==> src/rtl/plot_arbiter.sv <==
// Shares the VGA pixel-write port between background, sprite and overlay producers.
// Bursts are granted round-robin, and a built-in engine sweeps the whole screen with CLEAR_COLOR.
module plot_arbiter #(
  parameter int          SCREEN_W    = 320,
  parameter int          SCREEN_H    = 240,
  parameter logic [11:0] CLEAR_COLOR = 12'h000
) (
  input  logic        clk,
  input  logic        resetn,
  input  logic [2:0]  req,
  input  logic [2:0]  last,
  input  logic [8:0]  x0,
  input  logic [8:0]  x1,
  input  logic [8:0]  x2,
  input  logic [7:0]  y0,
  input  logic [7:0]  y1,
  input  logic [7:0]  y2,
  input  logic [11:0] c0,
  input  logic [11:0] c1,
  input  logic [11:0] c2,
  output logic [2:0]  ack,
  output logic [2:0]  grant,
  input  logic        clear,
  output logic        clear_busy,
  output logic        clear_done,
  output logic [8:0]  vga_x,
  output logic [7:0]  vga_y,
  output logic [11:0] vga_c,
  output logic        vga_plot,
  output logic [16:0] bback_addr
);

  localparam logic [8:0]  X_LAST = 9'(SCREEN_W - 1);
  localparam logic [7:0]  Y_LAST = 8'(SCREEN_H - 1);
  localparam logic [16:0] ROW_W  = 17'(SCREEN_W);

  typedef enum logic [1:0] {IDLE, ARB, BURST, CLEAR} state_t;

  state_t      state, state_nxt;
  logic [2:0]  grant_nxt;
  logic [2:0]  pick;
  logic [1:0]  last_srv;
  logic        clear_pend;
  logic        burst_end;
  logic [8:0]  cx;
  logic [7:0]  cy;
  logic        vld_p0;
  logic [8:0]  x_p0;
  logic [7:0]  y_p0;
  logic [11:0] c_p0;
  logic [16:0] addr_p0;

  // Search starts one past the last served requester and wraps.
  function automatic logic [2:0] rr_pick(input logic [2:0] r, input logic [1:0] ls);
    logic [2:0] p;
    p = 3'b000;
    case (ls)
      2'd0:    p = r[1] ? 3'b010 : r[2] ? 3'b100 : r[0] ? 3'b001 : 3'b000;
      2'd1:    p = r[2] ? 3'b100 : r[0] ? 3'b001 : r[1] ? 3'b010 : 3'b000;
      default: p = r[0] ? 3'b001 : r[1] ? 3'b010 : r[2] ? 3'b100 : 3'b000;
    endcase
    return p;
  endfunction

  assign pick = rr_pick(req, last_srv);

  // Stage p0: pick the pixel that will be presented to the VGA adapter.
  always_comb begin
    state_nxt = state;
    grant_nxt = grant;
    ack       = 3'b000;
    burst_end = 1'b0;
    vld_p0    = 1'b0;
    x_p0      = cx;
    y_p0      = cy;
    c_p0      = CLEAR_COLOR;
    case (state)
      IDLE: begin
        if (clear_pend)  state_nxt = CLEAR;
        else if (|req)   state_nxt = ARB;
      end
      ARB: begin
        grant_nxt = pick;
        state_nxt = (|pick) ? BURST : IDLE;
      end
      BURST: begin
        ack = grant & req;
        if (|ack) begin
          vld_p0 = 1'b1;
          if (grant[2]) begin
            x_p0 = x2; y_p0 = y2; c_p0 = c2;
          end else if (grant[1]) begin
            x_p0 = x1; y_p0 = y1; c_p0 = c1;
          end else begin
            x_p0 = x0; y_p0 = y0; c_p0 = c0;
          end
          if (|(ack & last)) begin
            burst_end = 1'b1;
            grant_nxt = 3'b000;
            state_nxt = IDLE;
          end
        end
      end
      CLEAR: begin
        vld_p0 = 1'b1;
        if (cx == X_LAST && cy == Y_LAST) state_nxt = IDLE;
      end
      default: state_nxt = IDLE;
    endcase
    addr_p0 = {9'd0, y_p0} * ROW_W + {8'd0, x_p0};
  end

  // Stage p1: registered pixel stream and control state.
  always_ff @(posedge clk or negedge resetn) begin
    if (!resetn) begin
      state      <= IDLE;
      grant      <= 3'b000;
      last_srv   <= 2'd2;
      clear_pend <= 1'b0;
      cx         <= 9'd0;
      cy         <= 8'd0;
      clear_busy <= 1'b0;
      clear_done <= 1'b0;
      vga_plot   <= 1'b0;
      vga_x      <= 9'd0;
      vga_y      <= 8'd0;
      vga_c      <= 12'h000;
      bback_addr <= 17'd0;
    end else begin
      state    <= state_nxt;
      grant    <= grant_nxt;
      vga_plot <= vld_p0;
      if (burst_end) last_srv <= {grant[2], grant[1]};
      if (state == IDLE && clear_pend)   clear_pend <= 1'b0;
      else if (clear && state != CLEAR)  clear_pend <= 1'b1;
      if (state == CLEAR) begin
        if (cx == X_LAST) begin
          cx <= 9'd0;
          cy <= (cy == Y_LAST) ? 8'd0 : cy + 8'd1;
        end else begin
          cx <= cx + 9'd1;
        end
      end else begin
        cx <= 9'd0;
        cy <= 8'd0;
      end
      // busy tracks the registered clear pixels; done fires once busy falls.
      clear_busy <= (state == CLEAR);
      clear_done <= clear_busy && (state != CLEAR);
      if (vld_p0) begin
        vga_x      <= x_p0;
        vga_y      <= y_p0;
        vga_c      <= c_p0;
        bback_addr <= addr_p0;
      end
    end
  end

endmodule

==> config.mk <==
export PLATFORM = sky130hd
export DESIGN_NAME = plot_arbiter
export DESIGN_NICKNAME = d
export VERILOG_FILES = /design/src/rtl/plot_arbiter.sv
export SDC_FILE = /design/constraint.sdc
export NUM_CORES = 1
export LEC_CHECK = 0
export BUFFER_PORTS_ARGS = -buffer_cell sky130_fd_sc_hd__buf_2
export CAP_MARGIN = 20
export CORE_MARGIN = 5
export CORE_UTILIZATION = 30
export DETAILED_ROUTE_END_ITERATION = 8
export MAX_ROUTING_LAYER = met4
export PLACE_DENSITY_LB_ADDON = 0.08
export SLEW_MARGIN = 25
export SYNTH_ARGS = -nofsm -noshare
export SYNTH_HDL_FRONTEND = slang
export SYNTH_SLANG_ARGS = --single-unit
==> constraint.sdc <==
create_clock -name clk -period 7.4 [get_ports clk]
set_input_delay 0.37 -clock clk [delete_from_list [all_inputs] [get_ports clk]]
set_output_delay 0.37 -clock clk [all_outputs]
set_load 0.005 [all_outputs]
==> metrics.yaml, run 1 <==
outcome: "complete, no violations"
async_flop_share_pct: 100.0
reg2reg_to: "bback_addr[16]$_DFFE_PN0P_"
clock_path_buffers: 2
r2r_slack_ns: 3.26
cts.hold.buffers_added: 0
antenna_found_initial: 0
setup_slack_ns: 3.264
dpl.hpwl_mm: 8.751
powerDensity_nw_per_um2: 156.6
synthFlopType: "dfrtp_1"
seq_area_frac_synth_pct: 41.01
yosys_warnings: 0
power_frac_comb_pct: 6.3
p_leak_nw: 2.792
internal_power_uw: 653.3
dieHeight_um: 127.7
grt_pass1_wl_mm: 19.07
fmax_mhz: 241.8
routedWlPerCell_um: 15.13
switchingPower_uw: 177.5
gr-total-overflow: 0
clk_pin_slew_ns: 0.05
ys_types: 54
antenna-diode-count: 0
synth_edf_count: 0
grt_max_degree: 69
first_global_vias: 3721
syn-cell-area_um2: 4153
p_sw_share_pct: 21.36
cts_tree: "built"
peakVddDrop_v: 0.00009358
cp_max_fo: 38
p_seq_share_pct: 44.8
cpMaxStageDelayCell: "a21oi_1"
syn_nets: 570
yosysMostFrequentCell: "dfrtp_1"
tns_ns: 0
clock_skew_ns: 0.005746
area_delta_synth_final_pct: 27.75
clkPwrFrac_pct: 48.9
place_congestion: 0.8020
startpoint_type: "flop"
synthTopCellsByCount: "dfrtp_1, nand2_1, nor2_1"
ys_seq_elements: 68
critical_path_arrival_ns: 4.40
setup_violations: 0
dieArea_um2: 16300
drive_above_1_share_pct: 32.50
antenna_left: 0
yosysTopAreaCellShare_pct: 40.37
synth_cells: 460
numCtsBuffers: 9
period_share_pct: 55.89
yosysTopAreaCell: "dfrtp_1"
timing_hold_violations_final: 0
pre_cts_ws_ns: 3.207
period_minus_slack_ns: 4.136
power.total_uw: 830.7
cp.required_ns: 7.66
nNetsFinal: 705
io_buffers: 150
drt-initial-drc-count: 142
drt-total-wl_mm: 11.80
chipWidth_um: 127.7
synthTopCellsByArea: "dfrtp_1, nand2_1, nor2_1"
fill_cells: 1454
path_class: "flop to flop"
core_area_um2: 13720
viasPerCell: 4.747
slowest_delay_ns: 0.50
r2r_start: "grant[1]$_DFFE_PN0P_"
vias: 3703
reg2reg_depth: 13
slew_headroom_pct: 39.53
clock_latency_ns: 0.33
io_pins: 151
htreeDepth: 3
hold_path.class: "input pin to asynchronous set/reset pin"
crit_path_start: "grant[1]$_DFFE_PN0P_"
final_max_slew_viol_count: 0
firstDrtPassIters: 4
grt_usage_pct: 15.22
path_cells: "buf_4, nand2_1, a31o_4, a21oi_1, xor2_1, ha_1, fa_1, a211oi_1, nor2_1, xor2_1, nand3_1, o32a_1, o21ai_2"
rsz0062_at_grt: "no"
postSynthAreaPerCell_um2: 9.028
post_cts_buffers: 0
drc: 0
worst_pin_slew_ns: 0.9071
cts.sinks: 68
row_count: 43
cp_common_cell: "xor2_1"
ctsResizeCount: 0
start_util_pct: 30.27
maxCapViolCount: 0
crit_path_end_kind: "flop"
cts_root_buffer: "clkbuf_16"
flip-flops by register name, summed over array words and instances (netlist names):
signal / count
vga_y: 8
clear_done: 1
bback_addr: 11
cx: 9
clear_busy: 1
grant: 3
vga_x: 9
cy: 8
clear_pend: 1
vga_c: 12
state: 2
vga_plot: 1
last_srv: 2
how the worst max path moves through the flow:
| stage | end | cells past startpoint |
|---|---|---|
| 2_1_floorplan | bback_addr[16]$_DFFE_PN0P_ | 13 |
| 3_3_place_gp | bback_addr[15]$_DFFE_PN0P_ | 13 |
| 3_5_place_dp | bback_addr[16]$_DFFE_PN0P_ | 13 |
| 4_1_cts | bback_addr[16]$_DFFE_PN0P_ | 13 |
| 5_1_grt | bback_addr[15]$_DFFE_PN0P_ | 14 |
| 6_report | bback_addr[16]$_DFFE_PN0P_ | 13 |
cell usage in the layout, fill, tap and decap left out, types with 7 or more instances in the layout:
master,n
nor2_1,57
mux2_2,17
clkbuf_16,9
dfrtp_1,65
mux2i_1,21
a21oi_1,38
o22ai_1,15
xor2_1,16
nand3_1,11
nand2_1,58
nor2b_1,14
a211oi_1,7
inv_1,7
ha_1,12
xnor2_1,10
buf_2,149
o21ai_0,33
through the flow:
stage	hold WS [ns]	area (µm²)	cells	util, %
after CTS	0.2071	5305	780	38.67
final	0.1714	5305	780	38.67
after detailed placement	0.4658	5022	764	36.61
after global placement	0.4547	5022	764	36.61
after floorplan	0.07441	4153	460	-
after global routing	0.2453	5305	780	38.67
power groups by stage:
stage / Clock [mW] / Combinational, mW / Sequential [mW]
after floorplan: 0 / 0.0159 / 0.379
after global placement: 0 / 0.0532 / 0.379
after detailed placement: 0 / 0.0534 / 0.379
after CTS: 0.422 / 0.0536 / 0.372
after global routing: 0.442 / 0.0593 / 0.372
final: 0.407 / 0.0520 / 0.372
layout make-up:
class	instances	area [µm²]	area share, %
clock inverter	1	5.005	0.09434
tap	180	225.2	4.245
clock buffer	15	277.8	5.236
multi-input combinational	355	2286	43.09
inverter	8	30.03	0.5660
timing repair buffer	153	775.7	14.62
sequential	68	1705	32.15
worst max-delay path, delay by kind of cell, from the launching register on:
family / cells / cell delay, ns
compound gates: 5 / 1.72
xor+xnor: 2 / 0.40
buf+inv: 1 / 0.46
flops: 1 / 0.33
simple gates: 3 / 0.47
fa+ha+maj: 2 / 0.67
cell families after synthesis:
family	after synthesis	share of synthesized area, %
and+or+nand+nor	160	17.48
AOI/OAI and AO/OA	115	16.63
DFF	68	41.01
muxes	39	10.21
buffers and inverters	37	4.218
xor gates and xnor gates	27	5.875
adders and majority gates	14	4.580
routing by layer:
layer / track usage, % / routed length, µm
met4: 3.870 / 133
met5: - / 0
met2: 24.43 / 5671
met3: 3.833 / 689
met1: 19.33 / 5305
Note: power is estimated with default switching activity, not from simulation.
==> run 2, diff against run 1 <==
--- a/config.mk
+++ b/config.mk
@@ -5,6 +5,7 @@
 export SDC_FILE = /design/constraint.sdc
 export NUM_CORES = 1
 export LEC_CHECK = 0
+export ABC_AREA = 1
 export BUFFER_PORTS_ARGS = -buffer_cell sky130_fd_sc_hd__buf_2
 export CAP_MARGIN = 20
 export CORE_MARGIN = 5
==> constraint.sdc (replaced) <==
create_clock -name clk -period 3.8 [get_ports clk]
set_input_delay 0.19 -clock clk [delete_from_list [all_inputs] [get_ports clk]]
set_output_delay 0.19 -clock clk [all_outputs]
set_load 0.005 [all_outputs]
==> run 2 against run 1 <==
  * Global-route usage grew 1.7 points
  * Maximum frequency up 31%
  * Largest cell class unchanged
  * Count of clock-buffer cells in the layout fell by 3
  * Largest power group unchanged
  * Highest routed layer unchanged
  * Sequential power rose by 95%
==> metrics.yaml, run 2 <==
grt_pass1_wl_mm: 21.86  # was 19.07 mm
outcome: "complete, no violations"  # unchanged
hold_path_depth: 3
hold_path.class: "input pin to flop"  # was input pin to asynchronous set/reset pin
slew_headroom_pct: 41.88  # was 39.53%
final_max_slew_viol_count: 0  # unchanged
setup_violations: 0  # unchanged
syn_nets: 712  # was 570
core_area_um2: 13990  # was 13720 µm²
period_share_pct: 83.29  # was 55.89%
timing_hold_violations_final: 0  # unchanged
cts.sinks: 68  # unchanged
nNetsFinal: 850  # was 705
area_delta_synth_final_pct: 26.83  # was 27.75%
grt_max_degree: 54  # was 69
numCtsBuffers: 9  # unchanged
io_pins: 151  # unchanged
gr-total-overflow: 0  # unchanged
cp_max_fo: 20  # was 38
most-common-layout-cells: "nand2_1, buf_2, o21ai_0, dfrtp_1, nand3_1"  # was buf_2, dfrtp_1, nand2_1, nor2_1, a21oi_1
synthFlopType: "dfrtp_1"  # unchanged
synth_cells: 602  # was 460
startpoint_type: "flop"  # unchanged
period_minus_slack_ns: 3.165  # was 4.136 ns
clk_pin_slew_ns: 0.06  # was 0.05 ns
maxCapViolCount: 0  # unchanged
peakVddDrop_v: 0.0002142  # was 0.00009358 V
reg_top3: "vga_c (12), bback_addr (11)"  # unchanged
firstDrtPassIters: 4  # unchanged
place_congestion: 0.8758  # was 0.8020
antenna_left: 0  # unchanged
viasPerCell: 4.661  # was 4.747
slowest_delay_ns: 0.45  # was 0.50 ns
reg2reg_depth: 13  # unchanged
syn-cell-area_um2: 4300  # was 4153 µm²
io_buffers: 150  # unchanged
antenna-diode-count: 0  # unchanged
path_class: "flop to flop"  # unchanged
yosysMostFrequentCell: "nand2_1"  # was dfrtp_1
fmax_mhz: 315.9  # was 241.8 MHz
cts_tree: "built"  # unchanged
powerDensity_nw_per_um2: 309.2  # was 156.6 nW/µm²
dpl.hpwl_mm: 10.58  # was 8.751 mm
clock_path_buffers: 2  # unchanged
largest-register: "vga_c"  # unchanged
first_global_vias: 4355  # was 3721
critical_path_arrival_ns: 3.39  # was 4.40 ns
yosys_warnings: 0  # unchanged
vias: 4311  # was 3703
chipWidth_um: 129.7  # was 127.7 µm
async_flop_share_pct: 100.0  # unchanged
clock_skew_ns: 0.003911  # was 0.005746 ns
tns_ns: 0  # unchanged
dieArea_um2: 16830  # was 16300 µm²
cp.required_ns: 4.03  # was 7.66 ns
path_cells: "inv_1, o21ai_0, o21ai_1, xnor2_1, ha_1, fa_1, xnor2_1, nor2_1, nand3_1, nor2_1, nor2_1, nand2_1, nand2_1"  # was buf_4, nand2_1, a31o_4, a21oi_1, xor2_1, ha_1, fa_1, a211oi_1, nor2_1, xor2_1, nand3_1, o32a_1, o21ai_2
htreeDepth: 3  # unchanged
reg2reg_to: "bback_addr[14]$_DFFE_PN0P_"  # was bback_addr[16]$_DFFE_PN0P_
seq_area_frac_synth_pct: 39.60  # was 41.01%
postSynthAreaPerCell_um2: 7.143  # was 9.028 µm²
synth_edf_count: 0  # unchanged
synthTopCellsByCount: "nand2_1, dfrtp_1, o21ai_0"  # was dfrtp_1, nand2_1, nor2_1
largest_reg_flops: 12  # unchanged
drt-total-wl_mm: 13.41  # was 11.80 mm
crit_path_end_kind: "flop"  # unchanged
ctsResizeCount: 0  # unchanged
ys_types: 37  # was 54
antenna_found_initial: 0  # unchanged
dieHeight_um: 129.7  # was 127.7 µm
ys_seq_elements: 68  # unchanged
drc: 0  # unchanged
r2r_slack_ns: 0.63  # was 3.26 ns
routedWlPerCell_um: 14.50  # was 15.13 µm
pre_cts_ws_ns: 0.6269  # was 3.207 ns
synthTopCellsByArea: "dfrtp_1, nand2_1, o21ai_0"  # was dfrtp_1, nand2_1, nor2_1
min-delay-start: "c2[3]"
p_leak_nw: 2.980  # was 2.792 nW
cp_common_cell: "nor2_1"  # was xor2_1
clock_latency_ns: 0.34  # was 0.33 ns
cts_root_buffer: "clkbuf_16"  # unchanged
setup_slack_ns: 0.6349  # was 3.264 ns
whs_endpoint: "vga_c[3]$_DFFE_PN0P_"
drt-initial-drc-count: 230  # was 142
rsz0062_at_grt: "no"  # unchanged
worst_pin_slew_ns: 0.8705  # was 0.9071 ns
final_util_pct: 38.99  # was 38.67%
r2r_start: "grant[2]$_DFFE_PN0P_"  # was grant[1]$_DFFE_PN0P_
yosysTopAreaCell: "dfrtp_1"  # unchanged
drive_above_1_share_pct: 25.64  # was 32.50%
row_count: 43  # unchanged
grt_usage_pct: 16.94  # was 15.22%
start_util_pct: 30.74  # was 30.27%
final_common_cell: "nand2_1"  # was buf_2
yosysTopAreaCellShare_pct: 38.99  # was 40.37%
cpMaxStageDelayCell: "fa_1"  # was a21oi_1
==> run 2: cell count changes after synthesis, sizes merged, moves of 18 or more <==
cell	delta
nor2	-18
o21ai	+50
inv	+42
a21oi	-25
nand2	+150
mux2i	-22
nand3	+40
==> run 2: worst max-delay path by stage <==
stage,start,endpoint
finish,grant[2]$_DFFE_PN0P_,bback_addr[14]$_DFFE_PN0P_
detailed placement,grant[2]$_DFFE_PN0P_,bback_addr[16]$_DFFE_PN0P_
CTS,grant[2]$_DFFE_PN0P_,bback_addr[16]$_DFFE_PN0P_
global placement,grant[2]$_DFFE_PN0P_,bback_addr[16]$_DFFE_PN0P_
floorplan,grant[2]$_DFFE_PN0P_,bback_addr[15]$_DFFE_PN0P_
global route,grant[2]$_DFFE_PN0P_,bback_addr[15]$_DFFE_PN0P_
==> run 2: power by group <==
group          internal, mW  leakage [nW]  switching [mW]
combinational        0.0513          1.93          0.0576
sequential            0.725         0.901        0.000688
clock                 0.541         0.149           0.311
==> run 2: layer usage <==
metal / track usage, % / up-vias / wire [µm]
met5: - / - / 0
met4: 4.218 / 0 / 155
met3: 3.357 / 11 / 584
met2: 27.51 / 80 / 6504
met1: 21.84 / 1989 / 6167
li1: - / 2231 / -
==> run 2: per-stage QoR <==
stage,area [µm²],total power [mW],hold slack [ns],std cells
after floorplan,4300,0.7720,-0.1056,602
after global placement,5137,0.8484,0.4314,908
after detailed placement,5140,0.8489,0.2415,908
after CTS,5454,1.719,0.1283,925
after global routing,5454,1.765,0.1429,925
final,5454,1.687,0.1380,925
==> run 2: final cells by class <==
cell class | count | area (µm²)
inverter | 50 | 190.2
multi-input combinational | 454 | 2223
timing repair buffer | 157 | 808.3
clock buffer | 12 | 256.5
fill | 1523 | 8534
sequential | 68 | 1703
clock inverter | 4 | 47.55
tap | 180 | 225.2
==> run 2: what timing repair did <==
| item | CTS | global route |
|---|---|---|
| hold buffers | 1 | 0 |
| endpoints found under the setup margin | 0 | 0 |
| hold endpoints to repair | 42 | 0 |
| setup buffers | 0 | 0 |
==> run 2: cell families after synthesis <==
family / after synthesis / synth area share (%)
buffers and inverters: 80 / 8.699
xor gates and xnor gates: 12 / 2.444
DFF: 68 / 39.60
AOI/OAI and AO/OA: 109 / 13.65
and+or+nand+nor: 319 / 31.19
adders and majority gates: 14 / 4.422
==> run 2: critical path, delay by kind of cell (launching register included) <==
kind	cells	cell delay (ns)
fa+ha+maj	2	0.70
compound gates	2	0.53
xor+xnor	2	0.34
simple gates	6	0.65
flops	1	0.44
buf+inv	1	0.39
